==> src/rtl/mux_nway_pipe_pkg.sv <==
// Shared constants and helpers for the N-way pipelined selector.
// Latency: none (declarations only).
// Backpressure: not applicable.
package mux_nway_pipe_pkg;

  localparam int MODE_SEL = 0;  // explicit select from the control unit
  localparam int MODE_RR  = 1;  // round-robin arbitration among valid inputs

  // Index width for n channels, never narrower than one bit.
  function automatic int clog2_min1(input int n);
    return (n <= 2) ? 1 : $clog2(n);
  endfunction

endpackage

==> src/rtl/mux_nway_pipe_rr_arbiter.sv <==
// Round-robin grant among requesting channels, starting the search at rr_ptr.
// Latency: grant is combinational; rr_ptr moves one past the winner on the cycle it is taken.
// Backpressure: rr_ptr only advances when the caller reports the grant was taken.
module mux_nway_pipe_rr_arbiter
  import mux_nway_pipe_pkg::*;
#(
  parameter  int NUM_IN = 4,
  localparam int SEL_W  = clog2_min1(NUM_IN)
) (
  input  logic              clk,
  input  logic              reset,
  input  logic [NUM_IN-1:0] req,
  input  logic              advance,
  output logic [NUM_IN-1:0] grant,
  output logic [SEL_W-1:0]  grant_idx
);

  logic [SEL_W-1:0] rr_ptr;

  // Channel index k positions above ptr, wrapping back to 0.
  function automatic logic [SEL_W-1:0] rot_idx(input logic [SEL_W-1:0] ptr, input int k);
    int s;
    s = int'(ptr) + k;
    if (s >= NUM_IN) s = s - NUM_IN;
    return SEL_W'(s);
  endfunction

  // Scan from the farthest position back to rr_ptr so the nearest requester wins.
  always_comb begin
    grant     = '0;
    grant_idx = '0;
    for (int k = NUM_IN - 1; k >= 0; k--) begin
      if (req[rot_idx(rr_ptr, k)]) begin
        grant                    = '0;
        grant[rot_idx(rr_ptr, k)] = 1'b1;
        grant_idx                = rot_idx(rr_ptr, k);
      end
    end
  end

  // Move the pointer just past the channel that was served; frozen otherwise.
  always_ff @(posedge clk or posedge reset) begin
    if (reset) begin
      rr_ptr <= '0;
    end else if (advance) begin
      rr_ptr <= (int'(grant_idx) == NUM_IN - 1) ? '0 : grant_idx + 1'b1;
    end
  end

endmodule

==> src/rtl/mux_nway_pipe.sv <==
// N-way WIDTH-bit selector (explicit select or round-robin) feeding one registered output slot.
// Latency: a word accepted in cycle t is on out_data in cycle t+1; one word per cycle sustained.
// Backpressure: in_ready is zero while the slot holds an undrained word or reset is high.
module mux_nway_pipe
  import mux_nway_pipe_pkg::*;
#(
  parameter  int WIDTH  = 5,
  parameter  int NUM_IN = 4,
  parameter  int MODE   = MODE_SEL,
  localparam int SEL_W  = clog2_min1(NUM_IN)
) (
  input  logic                    clk,
  input  logic                    reset,
  input  logic [NUM_IN*WIDTH-1:0] in_data,
  input  logic [NUM_IN-1:0]       in_valid,
  output logic [NUM_IN-1:0]       in_ready,
  input  logic [SEL_W-1:0]        sel,
  output logic [WIDTH-1:0]        out_data,
  output logic [SEL_W-1:0]        out_src,
  output logic                    out_valid,
  input  logic                    out_ready
);

  logic [NUM_IN-1:0] grant;
  logic [SEL_W-1:0]  grant_idx;
  logic [WIDTH-1:0]  sel_data;
  logic              free;
  logic              xfer;

  // The slot can take a new word if it is empty or being drained this cycle.
  assign free = !out_valid || out_ready;
  assign xfer = |in_ready;

  generate
    if (MODE == MODE_RR) begin : g_rr
      mux_nway_pipe_rr_arbiter #(
        .NUM_IN(NUM_IN)
      ) u_arb (
        .clk       (clk),
        .reset     (reset),
        .req       (in_valid),
        .advance   (xfer),
        .grant     (grant),
        .grant_idx (grant_idx)
      );
      logic unused_sel;
      assign unused_sel = ^sel;
    end else begin : g_sel
      // Grant the selected channel if it holds a word; out-of-range selects grant nothing.
      always_comb begin
        grant = '0;
        if (int'(sel) < NUM_IN) grant[sel] = in_valid[sel];
      end
      assign grant_idx = sel;
    end
  endgenerate

  // AND-OR select of the granted channel's word (grant is one-hot or zero).
  always_comb begin
    sel_data = '0;
    for (int i = 0; i < NUM_IN; i++) begin
      sel_data = sel_data | (in_data[i*WIDTH +: WIDTH] & {WIDTH{grant[i]}});
    end
  end

  // Accept the granted word only when the slot is free and reset is released.
  always_comb begin
    in_ready = '0;
    if (!reset) in_ready = grant & {NUM_IN{free}};
  end

  // Output slot: load on transfer (replacing any word drained this cycle), else clear on drain.
  always_ff @(posedge clk or posedge reset) begin
    if (reset) begin
      out_valid <= 1'b0;
      out_data  <= '0;
      out_src   <= '0;
    end else if (xfer) begin
      out_valid <= 1'b1;
      out_data  <= sel_data;
      out_src   <= grant_idx;
    end else if (out_ready) begin
      out_valid <= 1'b0;
    end
  end

endmodule

==> config.mk <==
export PLATFORM = sky130hd
export DESIGN_NAME = mux_nway_pipe
export DESIGN_NICKNAME = d
export VERILOG_FILES = /design/src/rtl/mux_nway_pipe_pkg.sv /design/src/rtl/mux_nway_pipe_rr_arbiter.sv /design/src/rtl/mux_nway_pipe.sv
export SDC_FILE = /design/constraint.sdc
export NUM_CORES = 1
export LEC_CHECK = 0
export ABC_AREA = 1
export CAP_MARGIN = 30
export CELL_PAD_IN_SITES_DETAIL_PLACEMENT = 1
export CELL_PAD_IN_SITES_GLOBAL_PLACEMENT = 1
export CORE_MARGIN = 4
export CORE_UTILIZATION = 24
export DETAILED_ROUTE_END_ITERATION = 10
export PLACE_DENSITY_LB_ADDON = 0.15
export SYNTH_ARGS = -nofsm -noshare
export SYNTH_HDL_FRONTEND = slang
export SYNTH_SLANG_ARGS = --single-unit
export TNS_END_PERCENT = 50
==> constraint.sdc <==
create_clock -name clk -period 1.8 [get_ports clk]
set_clock_uncertainty 0.15 [all_clocks]
set_input_delay 0.27 -clock clk [delete_from_list [all_inputs] [get_ports clk]]
set_output_delay 0.27 -clock clk [all_outputs]
set_load 0.005 [all_outputs]
# ---- Word-level counts from Yosys, hierarchy flattened
# Cells that the tools add are included.
dict set report word_totals {
  reg_bits 8
  latch_bits 0
  mem_bits_rw 0
  mem_bits_ro 0
  input_bits 29
  output_inout_bits 12
  word_cells 26
  memories 0
}
dict set report op_classes {
  n_addsub 0
  multipliers 0
  n_div 0
  order_cmp 2
  n_eq_ne 0
  n_shift 0
  n_mux 7
  bitwise 9
  reduce_logical 5
}
# operator count
set op_table {}
lappend op_table {{$and A5 B5 Y5} 4}
lappend op_table {{$or A5 B5 Y5} 3}
lappend op_table {{$and A4 B4 Y4} 2}
lappend op_table {{$mux W1} 4}
lappend op_table {{$mux W4} 1}
lappend op_table {{$reduce_or A4 Y1} 1}
lappend op_table {{$lt A2 B3 Y1 const B} 1}
lappend op_table {{$bmux W1 S2} 1}
lappend op_table {{$demux W1 S2} 1}
lappend op_table {{$ge A2 B1 Y1 const B} 1}
lappend op_table {{$reduce_bool A2 Y1} 1}
lappend op_table {{$logic_and A1 B1 Y1} 1}
lappend op_table {{$logic_not A1 Y1} 1}
lappend op_table {{$logic_or A1 B1 Y1} 1}

# ---- Logic depth before layout (Yosys ltp)
# Gate-level depths: netlist of the first run.
dict set report logic_depth {
  ltp_word 9
  ltp_mapped 8
  depth_no_buf 8
}

# ---- Least setup slack after synthesis of the first run
# OpenSTA, ideal clock, no wires.
dict set report synth_timing {
  path_type {reg2reg}
  from {reg out_valid}
  to {reg out_data[0]}
  setup_ps 116
  arrival_ps 957
  required_ps 1534
  path_slack_ps 577
  stages_incl_launch_ff 7
  path_buffers 1
  synth_period_minus_slack_ps 1223
  cell_sequence {dfrtp_1 > nand2_1 > nand2_2 > a21o_1 > buf_6 > nand3_1 > nand2_1}
}
dict set report synth_via {
  elab_chain_cells 5
}
# item line_no
set synth_lines {}
lappend synth_lines {{start, declared} mux_nway_pipe.sv:20} ;# output logic out_valid,
lappend synth_lines {{start signal, assigned} mux_nway_pipe.sv:75} ;# out_valid <= 1'b0;
lappend synth_lines {{start signal, assigned} mux_nway_pipe.sv:79} ;# out_valid <= 1'b1;
lappend synth_lines {{start signal, assigned} mux_nway_pipe.sv:83} ;# out_valid <= 1'b0;
lappend synth_lines {{$logic_not A1 Y1} mux_nway_pipe.sv:31} ;# assign free = !out_valid || out_ready;
lappend synth_lines {{$logic_or A1 B1 Y1} mux_nway_pipe.sv:31}
lappend synth_lines {{$and A4 B4 Y4} mux_nway_pipe.sv:69} ;# if (!reset) in_ready = grant & {NUM_IN{free}};
lappend synth_lines {{$mux W4} mux_nway_pipe.sv:69}
lappend synth_lines {{$reduce_or A4 Y1} mux_nway_pipe.sv:32} ;# assign xfer = |in_ready;
lappend synth_lines {{end signal, assigned} mux_nway_pipe.sv:80} ;# out_data <= sel_data;
lappend synth_lines {{end, declared} mux_nway_pipe.sv:18} ;# output logic [WIDTH-1:0] out_data,
# No other way between the ends.
# A chain may end at the register's enable or synchronous reset.

# ---- Worst setup path after layout of the first run
dict set report layout_timing {
  from {in out_ready}
  to {out in_ready[0]}
}
dict set report layout_via {
  elab_chain_cells 3
}
# item line_no
set layout_lines {}
lappend layout_lines {{start, declared} mux_nway_pipe.sv:21} ;# input logic out_ready
lappend layout_lines {{$logic_or A1 B1 Y1} mux_nway_pipe.sv:31}
lappend layout_lines {{$and A4 B4 Y4} mux_nway_pipe.sv:69}
lappend layout_lines {{$mux W4} mux_nway_pipe.sv:69}
lappend layout_lines {{end, declared} mux_nway_pipe.sv:16} ;# output logic [NUM_IN-1:0] in_ready,
# No other way between the ends.

==> results of run 1 <==
-- path summary, 6_finish.rpt --
path                                  from  depth (start not counted)          end  slack (ns)
max in group asynchronous            reset                          3  out_data[1]        1.17
worst min register to register  out_src[1]                          2   out_src[1]        0.35
worst min-delay path                 reset                          3    out_valid        0.20
worst max-delay path             out_ready                          6  in_ready[0]        0.08
min in group clk                out_src[1]                          2   out_src[1]        0.35
worst max register to register   out_valid                          7  out_data[0]        0.32
-- cell families (layout without fill, tap and decap cells) --
| logic type | Yosys count | in the layout | share of synthesized area (%) |
|---|---|---|---|
| compound gates | 1 | 1 | 1.31 |
| flops | 8 | 8 | 34.9 |
| buf+inv | 9 | 62 | 8.50 |
| simple gates | 58 | 58 | 55.3 |
-- state kept, by name, summed over array words and instances (netlist names) --
register	count
out_data	5
out_src	2
out_valid	1
-- worst max-delay path: stages --
cell             delay [ns]
clkdlybuf4s50_1        0.46
inv_1                  0.04
nand2_2                0.08
nand2_4                0.08
nor2_2                 0.11
dlygate4sd2_1          0.26
-- per-stage QoR --
stage	hold slack, ns	worst slack [ns]	cells	util [%]
2_1_floorplan	-0.0997	0.577	76	-
3_3_place_gp	0.334	-0.180	154	49.4
4_1_cts	0.177	-0.238	157	50.3
3_5_place_dp	0.345	-0.279	154	49.4
5_1_grt	0.207	0.0137	157	51.3
6_report	0.199	0.0783	157	51.3
-- final cells by class --
cell class,instances,area [um^2]
Tap cell,28,35.0
Fill cell,287,1100
Sequential cell,8,200
Multi-Input combinational cell,59,345
Clock buffer,3,22.5
Inverter,4,15.0
Timing Repair Buffer,55,538
-- timing repair --
| action | in CTS | in global routing |
|---|---|---|
| gates cloned | 0 | 0 |
| resized for setup | 5 | 6 |
| pin swaps | 1 | 0 |
| setup endpoints to repair | 4 | 4 |
-- per-layer routing --
layer | global-route usage [%] | up-vias | wire (um)
met5 | 0 | - | 0
met4 | 9.27 | 0 | 61
met3 | 2.07 | 7 | 163
met2 | 23.7 | 39 | 996
met1 | 16.1 | 349 | 862
li1 | - | 392 | -
-- cell usage in the layout, fill, tap and decap left out --
| cell | synthesis | final |
|---|---|---|
| buf_12 | 0 | 2 |
| nand2_4 | 1 | 2 |
| clkbuf_4 | 0 | 3 |
| dfrtp_1 | 8 | 8 |
| clkdlybuf4s50_1 | 0 | 34 |
| nand2_2 | 1 | 1 |
| nor2_2 | 2 | 2 |
| inv_1 | 1 | 1 |
| inv_2 | 3 | 3 |
| nand3_1 | 12 | 11 |
| dlymetal6s2s_1 | 0 | 2 |
| a21o_1 | 1 | 1 |
| nor2_4 | 1 | 2 |
| nand3_2 | 0 | 1 |
| nor2_1 | 2 | 1 |
| nand4_1 | 25 | 25 |
| buf_4 | 1 | 13 |
| nand2_1 | 14 | 13 |
| dlygate4sd2_1 | 0 | 4 |
-- report_power, final --
| part | total [mW] | internal [mW] | switching (mW) | leakage (nW) |
|---|---|---|---|---|
| Combinational | 0.281 | 0.175 | 0.105 | 0.433 |
| Sequential | 0.236 | 0.216 | 0.0193 | 0.103 |
| Clock | 0.131 | 0.0759 | 0.0554 | 0.0138 |
| Total | 0.648 | 0.467 | 0.180 | 0.550 |
==> summary.txt, run 1 <==
Yosys
  – Primary FF master, synth: dfrtp_1
  – Most common cell in the netlist: nand4_1
  – Seq/Total Area, Yosys: 34.9%
  – Fraction of registers with async set/reset: 100%
  – Seq cells post-synth: 8
  – Post-Synthesis Cells: 76
  – Share of the synthesized area in the top cell type: 34.9%
  – Top cells by area, synth: dfrtp_1 (35%), nand4_1 (27%), nand3_1 (10%)
  – Mapped Avg Cell Area: 7.56 um^2
  – Post-synth EDFFs: 0
  – Largest area contributor in the netlist: dfrtp_1
  – Synth Warn #: 0
  – Commonest cells in the netlist: nand4_1 (25), nand2_1 (14), nand3_1 (12)
  – Synthesized area: 574 um^2
  – Mapped Nets: 105
  – Synth cell types: 15

Global route
  – Vias in the first global route: 829
  – Pin count of the biggest net entering global routing: 12
  – First-pass GRT wire length: 3640 um
  – GR Overflow Total: 0
  – Initial antenna violation count: 0
  – GRT Util Overall: 14.0%

Power
  – Tot Pwr: 0.648 mW
  – PD cells: 560 nW/um^2
  – Worst vdd ir: 297 uV
  – Leak: 0.550 nW

Layout
  – Antenna diodes: 0
  – Layout cell share with drive strength beyond 1: 22.5%
  – Layout area overhead: 101%
  – Final nets: 160
  – Post-route cell area: 1160 um^2

Worst hold path
  – Worst hold path class: in -> async

CTS
  – Max Buffers Root-to-Sink: 2
  – Num CTS Buffers: 3
  – Clk root buf: clkbuf_4
  – Post-CTS setup repair buffer count: 0
  – Clk Latency, worst-skew pair: 0.25 ns
  – H-tree levels: 1
  – CTS sink count: 8
  – Clk pin slew, worst setup/hold paths: 0.05 ns
  – Cts hold-fix bufs: 0
  – CTS tree: done

Timing
  – Slew HR: 87.2%
  – RSZ-0062 raised after global routing: false
  – Final Critical Period: 1.72 ns
  – Slew Viols, Final: 0
  – Final setup viols: 0
  – Sum of negative setup slack: 0 ns
  – Fin. Hold Viols: 0
  – Slew @ Worst Pin: 0.192 ns
  – Peak Freq: 0.581 GHz
  – Part of the cycle the worst path needs: 95.6%

Drt
  – Final WL: 2080 um
  – DRC: 0
  – Drt pass-1 iters: 4
  – Number of DRC markers in iteration 0: 11
  – Post-DRT Antenna Nets: 0
  – Avg Vias per Cell: 5.01
  – WL/cell: 13.3 um
  – Via Count: 787

Floorplanning
  – DIE AREA: 3240 um^2
  – Die X-Extent: 56.9 um
  – Ports: 41
  – Starting Density: 25.5%
  – Die height: 56.9 um
  – FP Rows: 17
  – Total core area: 2250 um^2

Flow run
  – Max Cap Viol: 0

Setup path
  – CP endpoint kind: output port
  – Critical path start-end classification: in -> out
  – Critical Path Start Type: input pin
  – Worst path arrival time: 1.30 ns
  – Worst-path fanout max: 5
  – Critical Path RT: 1.38 ns

Status
  – Outcome: complete, no violations

Placement
  – Post-DP Area: 1110 um^2
  – RePlAce Congestion: 0.798
  – HPWL after DPL: 1800 um
  – Port buffer count: 40
Note: power is estimated with default switching activity, not from simulation.
==> run 2, diff against run 1 <==
Settings changed: SYNTH_HIERARCHICAL set to 1.
==> results of run 2 <==
The final DEF is identical to that of run 1; final timing and power are the same.
Among the figures that moved: Yosys warning count 0 -> 6
==> run 3, diff against run 2 <==
Settings changed: CORE_UTILIZATION 24 to 22.
Clock period 1.8 ns to 1.6 ns, I/O delays scaled along.
==> summary.txt, run 3 <==
Status
  – Outcome: complete, no violations

Power
  – PD cells: 640 nW/um^2
  – Sw Pwr: 0.215 mW
  – Leak: 0.516 nW
  – Combinational Power Share: 42.8%
  – Power share of the clock group: 21.3%
  – Int Power: 0.524 mW
  – Sw Share: 29.1%
  – Flop pwr share: 35.9%
  – Worst vdd ir: 357 uV

Setup path
  – Launching point of the worst reg2reg path: out_valid
  – Reg-to-reg endpoint: out_data[3]
  – Crit path largest cell delay: 0.47 ns
  – R2R Setup Slk: 0.12 ns
  – Reg2reg path depth: 9
  – Critical Path RT: 1.64 ns
  – CP max-delay cell: clkdlybuf4s50_1
  – Top Family by Delay on Critical Path: buffers and inverters
  – Critical path start-end classification: in -> reg
  – CP Buf/Inv Count: 5
  – Worst path arrival time: 1.60 ns
  – Worst-path fanout max: 5
  – Most used cell, CP: buf_4
  – CP endpoint kind: flip-flop
  – CP cell instances: clkdlybuf4s50_1, inv_2, nand2_4, nor2_4, buf_4, buf_4, nor2_4, buf_4, nand3_1, nand2_1
  – Critical Path Start Type: input pin

Flow run
  – Max Cap Viol: 0

Layout
  – Final nets: 161
  – Layout cell share with drive strength beyond 1: 28.5%
  – Fill count: 322
  – Most frequent cells in the layout: clkdlybuf4s50_1 (34), nand4_1 (25), buf_4 (14), nand2_1 (13)
  – Layout Utilization: 46.6%
  – Max FFs per register: 5
  – Regs by FF count: out_data x5, out_src x2, out_valid x1
  – Antenna diodes: 0
  – Reg with most FFs: out_data
  – Layout area overhead: 101%
  – Most common cell after layout, fill and taps aside: clkdlybuf4s50_1

Floorplanning
  – Die X-Extent: 59.1 um
  – DIE AREA: 3490 um^2
  – Die height: 59.1 um
  – Ports: 41
  – FP Rows: 18
  – Total core area: 2480 um^2
  – Starting Density: 23.2%

Drt
  – Final WL: 2210 um
  – Drt pass-1 iters: 3
  – Met2 wire length: 1100 um
  – Routed metal-1 wirelength: 890 um
  – WL/cell: 13.8 um
  – Top Layer Used: met4
  – Via Count: 812
  – DR WL met3: 161 um
  – Number of DRC markers in iteration 0: 11
  – DRC: 0
  – Avg Vias per Cell: 5.08
  – Post-DRT Antenna Nets: 0

Yosys
  – Synth Warn #: 6
  – Synth cell types: 15
  – Synthesized area: 574 um^2
  – Fraction of registers with async set/reset: 100%
  – Mapped Avg Cell Area: 7.56 um^2
  – Post-Synthesis Cells: 76
  – Post-synth EDFFs: 0
  – Seq/Total Area, Yosys: 34.9%
  – Primary FF master, synth: dfrtp_1
  – Commonest cells in the netlist: nand4_1 (25), nand2_1 (14), nand3_1 (12)
  – Largest area contributor in the netlist: dfrtp_1
  – Most common cell in the netlist: nand4_1
  – Mapped Nets: 105
  – Share of the synthesized area in the top cell type: 34.9%
  – Top cells by area, synth: dfrtp_1 (35%), nand4_1 (27%), nand3_1 (10%)
  – Seq cells post-synth: 8

Placement
  – Port buffer count: 40
  – RePlAce Congestion: 0.819
  – HPWL after DPL: 1920 um

Timing
  – Part of the cycle the worst path needs: 97.4%
  – Slew @ Worst Pin: 0.200 ns
  – Fin. Hold Viols: 0
  – Final setup viols: 0
  – Peak Freq: 0.642 GHz
  – Slew HR: 86.7%
  – Final Critical Period: 1.56 ns
  – Sum of negative setup slack: 0 ns
  – Slew Viols, Final: 0
  – RSZ-0062 raised after global routing: true

Global route
  – GR Overflow Total: 0
  – Initial antenna violation count: 0
  – Pin count of the biggest net entering global routing: 12
  – Vias in the first global route: 919
  – First-pass GRT wire length: 3910 um
  – GRT Util Overall: 14.2%

Worst hold path
  – Worst hold path class: in -> async

CTS
  – H-tree levels: 1
  – Clk root buf: clkbuf_4
  – Clk pin slew, worst setup/hold paths: 0.06 ns
  – Clk Latency, worst-skew pair: 0.25 ns
  – CTS tree: done
  – CTS sink count: 8
  – Max Buffers Root-to-Sink: 2
  – Num CTS Buffers: 3
-- run 3: cell types whose count changed in the layout (fill, tap and decap cells not counted) --
cell / delta
clkbuf_2: +2
dlygate4sd2_1: -2
buf_6: +1
nand3_2: +3
buf_4: +1
buf_2: +2
dlymetal6s2s_1: -2
nor2_4: +1
nand3_1: -3
nor2_2: -1
buf_12: -1
-- run 3: routing by layer --
metal | vias to the layer above | GRT usage [%]
li1 | 392 | -
met1 | 376 | 15.9
met5 | - | 0
met2 | 38 | 25.2
met4 | 0 | 7.44
met3 | 6 | 2.61
-- run 3: metrics by stage --
stage                     area (um^2)  total power, mW  hold WS (ns)  worst slack (ns)  std cells
final                            1150            0.739         0.174            0.0422        160
after CTS                        1140            0.747         0.184          -0.00948        160
after global placement           1100            0.573         0.333            -0.322        156
after detailed placement         1100            0.582         0.353            -0.367        156
after global routing             1150            0.797         0.195           -0.0307        160
after floorplan                   574            0.365        -0.130             0.377         76
-- run 3: worst max path at each step --
| stage | start | endpoint | slack (ns) | depth (start not counted) |
|---|---|---|---|---|
| after floorplan | out_valid | out_data[0] | 0.38 | 6 |
| after global placement | sel[1] | in_ready[2] | -0.32 | 4 |
| after detailed placement | sel[0] | in_ready[0] | -0.37 | 5 |
| after CTS | out_ready | in_ready[1] | -0.009 | 6 |
| after global routing | out_ready | out_data[1] | -0.03 | 11 |
| final | reset | out_data[3] | 0.04 | 10 |
-- run 3: cells by family (layout without fill, tap and decap cells) --
group	after synthesis	count (layout)	synth area share (%)
simple gates	58	58	55.3
buf+inv	9	63	8.50
flops	8	8	34.9
compound gates	1	1	1.31
-- run 3: repair_timing --
action | CTS | global route
pin swaps | 2 | 3
gates resized for setup | 17 | 9
setup endpoints to repair | 4 | 7
buffers inserted | 1 | 0
hold buffers | 0 | 0
-- run 3: area by class of cell --
cell class / count / area (um^2) / share of cell area, %
multi-input combinational: 59 / 365 / 31.6
clock buffer: 3 / 22.5 / 1.95
inverter: 4 / 15.0 / 1.30
timing repair buffer: 56 / 514 / 44.5
tap: 30 / 37.5 / 3.25
sequential: 8 / 200 / 17.3
-- run 3: tightest hold or removal path: stages --
cell	delay (ns)
clkdlybuf4s50_1	0.42
inv_2	0.09
buf_4	0.17
-- run 3: power groups by stage --
| stage | sequential [mW] | combinational, mW | clock (mW) |
|---|---|---|---|
| finish | 0.266 | 0.316 | 0.158 |
| global route | 0.272 | 0.349 | 0.177 |
| CTS | 0.266 | 0.317 | 0.165 |
| detailed placement | 0.269 | 0.313 | 0 |
| global placement | 0.267 | 0.305 | 0 |
| floorplan | 0.271 | 0.0946 | 0 |
